`src/rtl/pipeline_pkg.sv`:
```
`default_nettype none
// ============================================================================
// Module      : pipeline_pkg
// Description : Shared definitions for the pipeline hazard controller:
//               controller state encoding, register-file address width
//               and the hard-wired zero register index.
// Revision    : 1.0 - initial release
// ============================================================================
package pipeline_pkg;

    // Default width of a register-file address (32 architectural registers).
    localparam int REG_ADDR_BITS = 5;

    // Register 0 is hard-wired to zero; writes to it never create a hazard.
    localparam int ZERO_REG = 0;

    // Controller state encoding.
    typedef enum logic [0:0] {
        ST_RUN  = 1'b0,
        ST_HALT = 1'b1
    } state_t;

endpackage : pipeline_pkg
`default_nettype wire

```
`src/rtl/sat_counter.sv`:
```
`default_nettype none
// ============================================================================
// Module      : sat_counter
// Description : Up-counter that sticks at its all-ones value instead of
//               wrapping. Cleared by synchronous reset.
// Revision    : 1.0 - initial release
// ----------------------------------------------------------------------------
// Ports
//   clk   : clock, rising edge
//   rst   : synchronous, active-high clear
//   inc   : add one this cycle (ignored once saturated)
//   count : current count value
// ============================================================================
module sat_counter #(
    parameter int WIDTH = 32
) (
    input  logic             clk,
    input  logic             rst,
    input  logic             inc,
    output logic [WIDTH-1:0] count
);

    always_ff @(posedge clk) begin
        if (rst) begin
            count <= '0;
        end else if (inc && (count != {WIDTH{1'b1}})) begin
            count <= count + WIDTH'(1);
        end
    end

endmodule : sat_counter
`default_nettype wire

```
`src/rtl/pipeline_hazard_ctrl.sv`:
```
`default_nettype none
// ============================================================================
// Module      : pipeline_hazard_ctrl
// Description : Central stall/flush controller for the 5-stage pipeline.
//               Produces enables and synchronous clears for the PC, IF/ID,
//               ID/EX, EX/MEM and MEM/WB registers, handling data-memory
//               wait states, taken branches, load-use hazards, jumps and
//               program halt. Keeps saturating performance counters.
// Revision    : 1.0 - initial release
// ----------------------------------------------------------------------------
// Ports
//   clk, rst           : clock (rising edge), synchronous active-high reset
//   id_rs/id_rs_used   : rs field of ID instruction and whether it is read
//   id_rt/id_rt_used   : rt field of ID instruction and whether it is read
//   id_jump            : unconditional jump decoded in ID
//   ex_rd              : destination register of EX instruction
//   ex_mem_read        : EX instruction is a load
//   ex_branch_taken    : branch in EX resolved taken
//   mem_busy           : data memory not ready this cycle
//   wb_halt            : halt instruction in WB
//   *_en / *_flush     : pipeline register enables / synchronous clears
//   halted             : pipeline stopped
//   cycle_cnt          : RUN cycles executed
//   load_stall_cnt     : load-use stall cycles
//   branch_flush_cnt   : taken-branch flush events
// ============================================================================
module pipeline_hazard_ctrl #(
    parameter int REG_ADDR_BITS = pipeline_pkg::REG_ADDR_BITS,
    parameter int CNT_BITS      = 32
) (
    input  logic                     clk,
    input  logic                     rst,
    input  logic [REG_ADDR_BITS-1:0] id_rs,
    input  logic                     id_rs_used,
    input  logic [REG_ADDR_BITS-1:0] id_rt,
    input  logic                     id_rt_used,
    input  logic                     id_jump,
    input  logic [REG_ADDR_BITS-1:0] ex_rd,
    input  logic                     ex_mem_read,
    input  logic                     ex_branch_taken,
    input  logic                     mem_busy,
    input  logic                     wb_halt,
    output logic                     pc_en,
    output logic                     ifid_en,
    output logic                     ifid_flush,
    output logic                     idex_en,
    output logic                     idex_flush,
    output logic                     exmem_en,
    output logic                     memwb_en,
    output logic                     halted,
    output logic [CNT_BITS-1:0]      cycle_cnt,
    output logic [CNT_BITS-1:0]      load_stall_cnt,
    output logic [CNT_BITS-1:0]      branch_flush_cnt
);

    import pipeline_pkg::*;

    state_t r_state;
    state_t w_state_next;

    logic   w_load_use;
    logic   w_inc_cycle;
    logic   w_inc_load;
    logic   w_inc_branch;

    // ------------------------------------------------------------------
    // Load-use detection. A load into register 0 produces no real value,
    // so it can never be a dependency source.
    // ------------------------------------------------------------------
    always_comb begin
        w_load_use = ex_mem_read
                  && (ex_rd != REG_ADDR_BITS'(ZERO_REG))
                  && ((id_rs_used && (id_rs == ex_rd))
                   || (id_rt_used && (id_rt == ex_rd)));
    end

    // ------------------------------------------------------------------
    // State register
    // ------------------------------------------------------------------
    always_ff @(posedge clk) begin
        if (rst) begin
            r_state <= ST_RUN;
        end else begin
            r_state <= w_state_next;
        end
    end

    // ------------------------------------------------------------------
    // Next state and pipeline controls. Everything defaults to the HALT
    // behaviour (frozen, no clears, no counting); RUN overrides by
    // priority. A halt waiting on memory is deferred until the memory
    // access completes so the final store is not lost.
    // ------------------------------------------------------------------
    always_comb begin
        w_state_next = r_state;
        pc_en        = 1'b0;
        ifid_en      = 1'b0;
        ifid_flush   = 1'b0;
        idex_en      = 1'b0;
        idex_flush   = 1'b0;
        exmem_en     = 1'b0;
        memwb_en     = 1'b0;
        w_inc_cycle  = 1'b0;
        w_inc_load   = 1'b0;
        w_inc_branch = 1'b0;

        if (r_state == ST_RUN) begin
            w_inc_cycle = 1'b1;

            if (wb_halt && !mem_busy) begin
                w_state_next = ST_HALT;
            end

            if (mem_busy) begin
                // Full freeze: every register holds, nothing is cleared.
                pc_en = 1'b0;
            end else if (ex_branch_taken) begin
                // The instructions in IF and ID are on the wrong path, so
                // any hazard or jump they carry is irrelevant.
                pc_en        = 1'b1;
                ifid_en      = 1'b1;
                ifid_flush   = 1'b1;
                idex_en      = 1'b1;
                idex_flush   = 1'b1;
                exmem_en     = 1'b1;
                memwb_en     = 1'b1;
                w_inc_branch = 1'b1;
            end else if (w_load_use) begin
                // Hold PC and IF/ID, inject a bubble into ID/EX. The bubble
                // removes the load from EX next cycle, ending the stall.
                idex_en    = 1'b1;
                idex_flush = 1'b1;
                exmem_en   = 1'b1;
                memwb_en   = 1'b1;
                w_inc_load = 1'b1;
            end else if (id_jump) begin
                // The sequential fetch behind the jump is discarded.
                pc_en      = 1'b1;
                ifid_en    = 1'b1;
                ifid_flush = 1'b1;
                idex_en    = 1'b1;
                exmem_en   = 1'b1;
                memwb_en   = 1'b1;
            end else begin
                pc_en    = 1'b1;
                ifid_en  = 1'b1;
                idex_en  = 1'b1;
                exmem_en = 1'b1;
                memwb_en = 1'b1;
            end
        end
    end

    // The state flop itself is the registered halt indication.
    always_comb begin
        halted = (r_state == ST_HALT);
    end

    // ------------------------------------------------------------------
    // Performance counters
    // ------------------------------------------------------------------
    sat_counter #(
        .WIDTH (CNT_BITS)
    ) u_cycle_cnt (
        .clk   (clk),
        .rst   (rst),
        .inc   (w_inc_cycle),
        .count (cycle_cnt)
    );

    sat_counter #(
        .WIDTH (CNT_BITS)
    ) u_load_stall_cnt (
        .clk   (clk),
        .rst   (rst),
        .inc   (w_inc_load),
        .count (load_stall_cnt)
    );

    sat_counter #(
        .WIDTH (CNT_BITS)
    ) u_branch_flush_cnt (
        .clk   (clk),
        .rst   (rst),
        .inc   (w_inc_branch),
        .count (branch_flush_cnt)
    );

endmodule : pipeline_hazard_ctrl
`default_nettype wire

```
`config.mk`:
```
export PLATFORM = sky130hd
export DESIGN_NAME = pipeline_hazard_ctrl
export DESIGN_NICKNAME = d
export VERILOG_FILES = /design/src/rtl/pipeline_pkg.sv /design/src/rtl/sat_counter.sv /design/src/rtl/pipeline_hazard_ctrl.sv
export SDC_FILE = /design/constraint.sdc
export NUM_CORES = 1
export LEC_CHECK = 0
export BUFFER_PORTS_ARGS = -buffer_cell sky130_fd_sc_hd__buf_2
export CORE_UTILIZATION = 26
export CTS_CLUSTER_SIZE = 25
export DETAILED_ROUTE_END_ITERATION = 10
export PLACE_DENSITY = 0.52
export SETUP_SLACK_MARGIN = 0.2
export SLEW_MARGIN = 20
export SYNTH_ARGS = -nofsm -noshare
export SYNTH_HDL_FRONTEND = slang
export SYNTH_SLANG_ARGS = --single-unit
```
`constraint.sdc`:
```
create_clock -name clk -period 2 [get_ports clk]
set_clock_uncertainty 0.2 [all_clocks]
set_input_delay 0.1 -clock clk [delete_from_list [all_inputs] [get_ports clk]]
set_output_delay 0.1 -clock clk [all_outputs]
set_load 0.05 [all_outputs]
```
=== Word-level counts from Yosys, hierarchy flattened ===
Index checks and enable logic that the tools add are counted.
Widths: inputs -> output; s select.

* Bits in registers: 97
* Logic and storage cells: 47

* Mux-type cells: 24
* $add $sub $neg: 3
* Equal/unequal tests: 5
* Reductions and logical operators: 11

{| class="wikitable"
|+ Operator list
! operator !! count
|-
| $add 32x1->32 const B || 3
|-
| $ne 32x32->1 const B || 3
|-
| $mux 1 || 24
|-
| $eq 5x5->1 || 2
|-
| $logic_and 1x1->1 || 8
|-
| $reduce_bool 5->1 || 1
|-
| $logic_not 1->1 || 1
|-
| $logic_or 1x1->1 || 1
|}

=== Depth between registers and ports, before layout ===
Gate-level depths: netlist of run 1.

* Word-level depth: 9
* Mapped depth: 9
* Mapped depth without buffers: 7

=== Hierarchy ===
A second synthesis of run 1 with hierarchy kept.

* Cells, all modules: 630
* Area, all modules: 5265.0 µm²

{| class="wikitable"
|+ By module, submodules not included
! module !! sequential area each (µm²) !! area each (µm²) !! times used !! cells each
|-
| sat_counter || 640.6 || 1674.1 || 3 || 199
|-
| pipeline_hazard_ctrl || 20.0 || 242.7 || 1 || 33
|}

=== Worst setup path before layout of run 1 ===
No wires, ideal clock.

* Kind: reg-to-output
* Start: reg r_state (netlist: halted)
* End: out idex_flush
* Arrival: 2.619 ns
* Slack: -0.919 ns
* Stages on the path, launching flop included: 3
* Path buffers: 0
* Cells stage by stage: dfxtp_1 -> nor2_1 -> a21boi_0

* Longest elaborated chain between the ends: 1

{| class="wikitable"
|+ Ends and longest elaborated chain
! element !! line !! RTL
|-
| from (decl) || pipeline_hazard_ctrl.sv:58 || <nowiki>state_t r_state;</nowiki>
|-
| from (signal assigned) || pipeline_hazard_ctrl.sv:84 || <nowiki>r_state <= w_state_next;</nowiki>
|-
| $mux 1 || pipeline_hazard_ctrl.sv:107 || <nowiki>if (r_state == ST_RUN) begin</nowiki>
|-
| to (decl) || pipeline_hazard_ctrl.sv:47 || <nowiki>output logic idex_flush,</nowiki>
|}

Every way passes these cells.

=== Worst setup path after layout of run 1 ===
* Start: reg u_cycle_cnt.count[21]
* End: reg u_cycle_cnt.count[30]

* Longest elaborated chain between the ends: 2

{| class="wikitable"
|+ Ends and longest elaborated chain
! element !! line !! RTL
|-
| from (decl) || sat_counter.sv:20 || <nowiki>output logic [WIDTH-1:0] count</nowiki>
|-
| from (signal assigned) || sat_counter.sv:27 || <nowiki>count <= count + WIDTH'(1);</nowiki>
|-
| branches (longest 2 deep; another with $add 32x1->32) || - ||
|}

Parallel ways; which one is timed is not known.
A chain may end at the register's enable or synchronous reset.

==> results of run 1 <==
-- sequential cells by signal, indices dropped and copies added, names as in the netlist --
signal                    count
halted                        1
u_branch_flush_cnt.count     32
u_cycle_cnt.count            32
u_load_stall_cnt.count       32
-- layout by cell type (no fill, tap or decap), types with 6 or more instances in the layout --
cell	count
nand3_1	13
xnor2_2	11
buf_2	118
and4_4	6
or3_1	19
dfxtp_1	6
buf_4	108
xor2_1	51
o21ai_0	14
dfxtp_2	25
dfxtp_4	66
nand4_1	40
inv_1	8
clkbuf_16	10
or4_1	7
nand3_2	30
a21oi_2	6
nand2_1	25
buf_6	37
nor2_1	69
nand2_2	8
a21oi_1	23
xnor2_1	7
and3_4	6
and3_1	16
-- logic make-up after synthesis --
family / Yosys count
fa+ha+maj: 3
mux: 3
flops: 97
buf+inv: 32
compound gates: 73
xor+xnor: 71
simple gates: 295
-- worst min path at each step --
stage               cells past startpoint      from  slack [ns]     end
global placement                        3   wb_halt        0.19  halted
global route                            5  mem_busy        0.14  halted
detailed placement                      3   wb_halt        0.20  halted
finish                                  5  mem_busy        0.11  halted
CTS                                     5  mem_busy        0.11  halted
floorplan                               2   wb_halt        0.04  halted
-- metal layers --
layer  GRT usage, %  part of all wire (%)  vias to the layer above
met3          2.502                   3.7                       24
met2          29.70                    50                      110
met4          6.401                   2.1                        0
met1          20.16                    44                     2526
li1               -                     -                     2592
met5              0                     0                        -
-- synthesized netlist by cell type (all sizes together) (2+ instances only) --
cell | instances | area, sq um
a2111oi | 2 | 23.77
nand2 | 35 | 131.4
nor2 | 74 | 277.8
mux2i | 2 | 20.02
nor2b | 7 | 43.79
or4 | 10 | 75.07
a211oi | 3 | 22.52
nand3 | 48 | 240.2
and2 | 7 | 43.79
xnor2 | 18 | 157.7
o211ai | 2 | 15.01
or3 | 23 | 143.9
dfxtp | 97 | 1942
o31ai | 6 | 45.04
buf | 6 | 37.53
ha | 3 | 37.54
and4b | 2 | 20.02
xor2 | 53 | 464.2
nor3 | 7 | 40.04
inv | 8 | 30.03
and4 | 12 | 107.6
nand4 | 41 | 262.8
a21oi | 30 | 150.1
o21ai | 24 | 120.1
and3 | 22 | 140.1
clkbuf | 18 | 67.56
-- metrics by stage --
step / util, % / power [mW] / hold WS [ns]
after global routing: 46.24 / 4.200 / 0.1385
after floorplan: - / 2.113 / 0.04341
after CTS: 44.77 / 4.067 / 0.1143
after global placement: 38.03 / 2.223 / 0.1912
final: 46.24 / 4.040 / 0.1074
after detailed placement: 38.03 / 2.233 / 0.1976
-- power by group --
group	internal (mW)	switching, mW
registers	1.86	0.0145
logic	0.153	0.221
clock network	1.02	0.770
-- cell type report --
type,instances,area (sq um)
sequential,97,2221
tap,229,286.5
clock inverter,3,18.77
timing repair buffer,273,2011
inverter,8,30.03
fill,1718,9689
multi-input combinational,446,3477
clock buffer,13,291.5
-- repair_timing --
action / in CTS / in global routing
endpoints found under the setup margin: 98 / 100
buffers inserted: 44 / 11
endpoints found under the hold margin: 8 / 0
hold buffers: 2 / 0
resized for setup: 111 / 43
pin swaps: 108 / 53
cloned: 5 / 0
-- worst max-delay path, cell delays in order, from the launching register on --
cell	delay [ns]
dfxtp_4	0.36
nand4_4	0.12
nor4_4	0.28
or4b_4	0.55
or3_1	0.33
a21oi_1	0.12
==> results.py, run 1 <==
metrics = {
    "sta": {
        "finalCritPeriodShare_pct": 101.7,
        "setup_ws_ns": -0.03450,
        "worstMarginPinSlew_ns": 0.4508,
        "fmax_ghz": 0.4915,
        "hold_viol_final": 0,
        "grt_setup_unrepaired": "true",
        "setup-violations-final": 7,
        "drv_slew": 0,
        "fin_crit_ns": 2.034,
        "fin_setup_tns_ns": -0.1274,
        "max-slew-margin-rel_pct": 69.95,
    },
    "power_and_ir_drop": {
        "vdd.ir_drop.worst_v": 0.0003977,
        "p_leak_nw": 3.429,
        "powerDensity_nw_per_um2": 484.7,
    },
    "synthesis": {
        "async_flop_share_pct": 0,
        "synth.area.mux_share_pct": 0.6534,
        "synth_top_family_by_area": "simple AND/OR/NAND/NOR gates",
        "yosysSeqAreaShare_pct": 40.56,
        "ys.flop_type": "dfxtp_1",
        "synthesis.area_sq_um": 4787,
        "yosys.area_share.adder_pct": 0.7841,
        "synthesis.nets": 601,
        "synth-edff-count": 0,
        "synthXorXnorAreaFrac_pct": 12.99,
        "synth_compound_area_share_pct": 8.834,
        "synth_seq_cells": 97,
        "synth.avg_cell_area_sq_um": 8.340,
        "synth_cells": 574,
        "ys_warn_count": 0,
        "synthSimpleGateAreaFrac_pct": 33.35,
        "synth.distinct_cells": 46,
    },
    "route": {
        "vias": 5252,
        "ant_nets": 0,
        "via_per_inst": 4.913,
        "drc_errors": 0,
        "drt-pass1-iter-count": 4,
        "routed_wl_microns": 15740,
        "wl_per_cell_microns": 14.73,
        "drtIter0Drc": 203,
    },
    "worst_setup_path": {
        "crit_fanout": 7,
        "worst_setup_path_end_kind": "flip-flop",
        "critical_path.endpoint": "u_cycle_cnt.count[30]",
        "crit_type": "flip-flop to flip-flop",
        "crit_required_ns": 2.09,
        "timing.rr.end": "u_cycle_cnt.count[30]",
        "worst-r2r-setup-slack_ns": -0.03,
        "rr_worst_depth": 5,
        "startpoint_type": "flip-flop",
        "worstReg2RegStart": "u_cycle_cnt.count[21]",
        "cp-startpoint": "u_cycle_cnt.count[21]",
        "worstPathArrival_ns": 2.12,
    },
    "floorplanning": {
        "fp.dieArea_sq_um": 18960,
        "ios": 128,
        "rows": 49,
        "fp.dieH_microns": 137.7,
        "die_w_microns": 137.7,
        "core_area_sq_um": 18020,
        "start_util_pct": 26.56,
    },
    "clock_network": {
        "cts.sinks": 97,
        "cts-root-buf": "clkbuf_16",
        "cts_buffer_depth": 2,
        "clkTransAtPathRegs_ns": 0.07,
        "h-tree-depth": 3,
        "cts_made_buffers": 9,
        "worstSkewPairLatency_ns": 0.36,
        "cts_tree": "done",
    },
    "grt": {
        "grt_max_degree": 51,
        "antenna_found_initial": 0,
        "grt_usage_pct": 16.73,
        "grt_pass1_vias": 5052,
        "grt_pass1_wl_microns": 24810,
        "grt_overflow": 0,
    },
    "finish": {
        "final_area_sq_um": 8335,
        "syn_to_final_growth_pct": 74.12,
        "drive_gt1_share_pct": 60.48,
        "fin_nets": 862,
        "antenna_cells": 0,
        "final_cells": 1069,
    },
    "placement": {
        "port_buffers": 127,
        "gp_congestion": 0.8065,
        "pre_cts_ws_ns": -0.1087,
        "post-place-cells": 991,
        "dpl.hpwl_microns": 10790,
        "placed_cell_area_sq_um": 6854,
    },
    "outcome": {
        "outcome": "complete, but fails checks",
        "violations": "negative setup slack",
    },
    "worst_hold_path": {
        "holdCritPathClass": "primary input to flip-flop",
    },
    "job": {
        "cap_violations": 0,
    },
}
Power figures use the tool's default switching activity.
==> run 2, diff against run 1 <==
==> constraint.sdc (replaced) <==
create_clock -name clk -period 1.7 [get_ports clk]
set_clock_uncertainty 0.2 [all_clocks]
set_input_delay 0.085 -clock clk [delete_from_list [all_inputs] [get_ports clk]]
set_output_delay 0.085 -clock clk [all_outputs]
set_load 0.05 [all_outputs]
==> results.py, run 2 (synthesis gave the netlist of run 1 again) <==
metrics = {
    "outcome": {
        "outcome": "complete, but fails checks",
        "violations": "negative setup slack",
    },
    "worst_setup_path": {
        "cp-startpoint": "u_cycle_cnt.count[4]",
        "worstReg2RegStart": "u_cycle_cnt.count[4]",
        "slowest_stage": "or4b_4",
        "crit_type": "flip-flop to flip-flop",
        "crit_fanout": 7,
        "worst-path-buf-inv": 0,
        "worstPathArrival_ns": 2.13,
        "critPathTopFamily": "simple AND/OR/NAND/NOR gates",
        "startpoint_type": "flip-flop",
        "worst_setup_path_end_kind": "flip-flop",
        "crit_required_ns": 1.79,
        "critPathMaxStageDelay_ns": 0.58,
        "cp_cell_sequence": "and4_4 > nand4_1 > or4b_4 > or3_1 > a21oi_2",
    },
    "placement": {
        "post-place-cells": 1076,
        "dpl.hpwl_microns": 11340,
        "port_buffers": 127,
        "placed_cell_area_sq_um": 7486,
        "gp_congestion": 0.8686,
        "pre_cts_ws_ns": -0.3865,
    },
    "sta": {
        "setup_ws_ns": -0.3354,
        "setup-violations-final": 102,
        "fin_crit_ns": 2.035,
        "fmax_ghz": 0.4913,
        "max-slew-margin-rel_pct": 77.07,
        "fin_setup_tns_ns": -18.73,
        "grt_setup_unrepaired": "true",
        "hold_ws_ns": 0.2007,
        "hold_viol_final": 0,
        "finalCritPeriodShare_pct": 119.7,
        "drv_slew": 0,
        "worstMarginPinSlew_ns": 0.3440,
    },
    "power_and_ir_drop": {
        "p_leak_nw": 3.732,
        "p_total_mw": 4.656,
        "vdd.ir_drop.worst_v": 0.0004630,
        "powerDensity_nw_per_um2": 532.6,
    },
    "floorplanning": {
        "core_area_sq_um": 18020,
        "rows": 49,
        "start_util_pct": 26.56,
        "die_w_microns": 137.7,
        "fp.dieH_microns": 137.7,
        "ios": 128,
        "fp.dieArea_sq_um": 18960,
    },
    "finish": {
        "final_area_sq_um": 8742,
        "final_cells": 1139,
        "drive_gt1_share_pct": 61.76,
        "final_cell_mix": "buf_4, buf_2, nor2_1, dfxtp_4, xor2_1",
        "fin_nets": 932,
        "antenna_cells": 0,
        "final_common_cell": "buf_4",
        "post-route-util_pct": 48.50,
        "syn_to_final_growth_pct": 82.62,
        "top_regs": "u_branch_flush_cnt.count x32, u_cycle_cnt.count x32, u_load_stall_cnt.count x32",
    },
    "grt": {
        "antenna_found_initial": 0,
        "grt_max_degree": 47,
        "grt_overflow": 0,
        "grt_pass1_vias": 5393,
        "grt_usage_pct": 17.14,
        "grt_pass1_wl_microns": 25610,
    },
    "route": {
        "vias": 5426,
        "drt-pass1-iter-count": 4,
        "drtIter0Drc": 206,
        "via_per_inst": 4.764,
        "wl_per_cell_microns": 13.84,
        "ant_nets": 0,
        "routed_wl_microns": 15760,
        "drc_errors": 0,
    },
    "clock_network": {
        "h-tree-depth": 3,
        "cts_buffer_depth": 2,
        "cts_tree": "done",
        "clkTransAtPathRegs_ns": 0.07,
        "worstSkewPairLatency_ns": 0.35,
        "cts.sinks": 97,
        "cts_made_buffers": 9,
        "cts-root-buf": "clkbuf_16",
    },
    "worst_hold_path": {
        "holdCritPathClass": "primary input to flip-flop",
        "min_from": "ex_mem_read",
    },
    "job": {
        "cap_violations": 0,
    },
}
## run 2: changes by cell type in the layout (fill, tap and decap cells not counted), sizes merged
cell and change:
clkinvlp -1, and3 -1, clkinv +3, dlygate4sd3 +1, clkbuf -1, buf +69
## run 2: worst paths after layout
| check | end | slack (ns) | cells after the start |
|---|---|---|---|
| worst max register to register | u_cycle_cnt.count[30] | -0.34 | 5 |
| worst min-delay path | u_load_stall_cnt.count[13] | 0.20 | 6 |
| worst max-delay path | u_cycle_cnt.count[30] | -0.34 | 5 |
| worst min register to register | u_load_stall_cnt.count[3] | 0.32 | 2 |
## run 2: layout make-up
class / count / area, sq um
Clock buffer: 11 / 254.0
Clock inverter: 5 / 28.78
Fill cell: 1726 / 9283
Inverter: 8 / 30.03
Multi-Input combinational cell: 445 / 3359
Sequential cell: 97 / 2223
Tap cell: 229 / 286.5
Timing Repair Buffer: 344 / 2560
## run 2: routing by layer
| metal | global-route usage (%) | wire (microns) | up-vias |
|---|---|---|---|
| met5 | 0 | 0 | - |
| met4 | 6.884 | 250 | 0 |
| met3 | 2.723 | 533 | 20 |
| met2 | 29.65 | 7724 | 109 |
| met1 | 21.07 | 7255 | 2573 |
| li1 | - | - | 2724 |
## run 2: timing repair
action / in CTS / in global routing
cloned: 2 / 0
setup endpoints to repair: 103 / 105
hold buffers: 3 / 0
gates resized for setup: 110 / 43
pin swaps: 103 / 64
endpoints found under the hold margin: 21 / 0
setup buffers: 29 / 13
## run 2: where the power goes
group / internal, mW / leakage [nW] / switching (mW)
clock: 1.08 / 0.145 / 0.916
combinational: 0.203 / 2.74 / 0.256
sequential: 2.19 / 0.848 / 0.0156
total: 3.47 / 3.73 / 1.19
## run 2: worst min-delay path, delay by kind of cell
kind,cells,cell delay [ns]
AOI/OAI and AO/OA,2,0.21
and+or+nand+nor,2,0.18
buffers and inverters,2,0.25
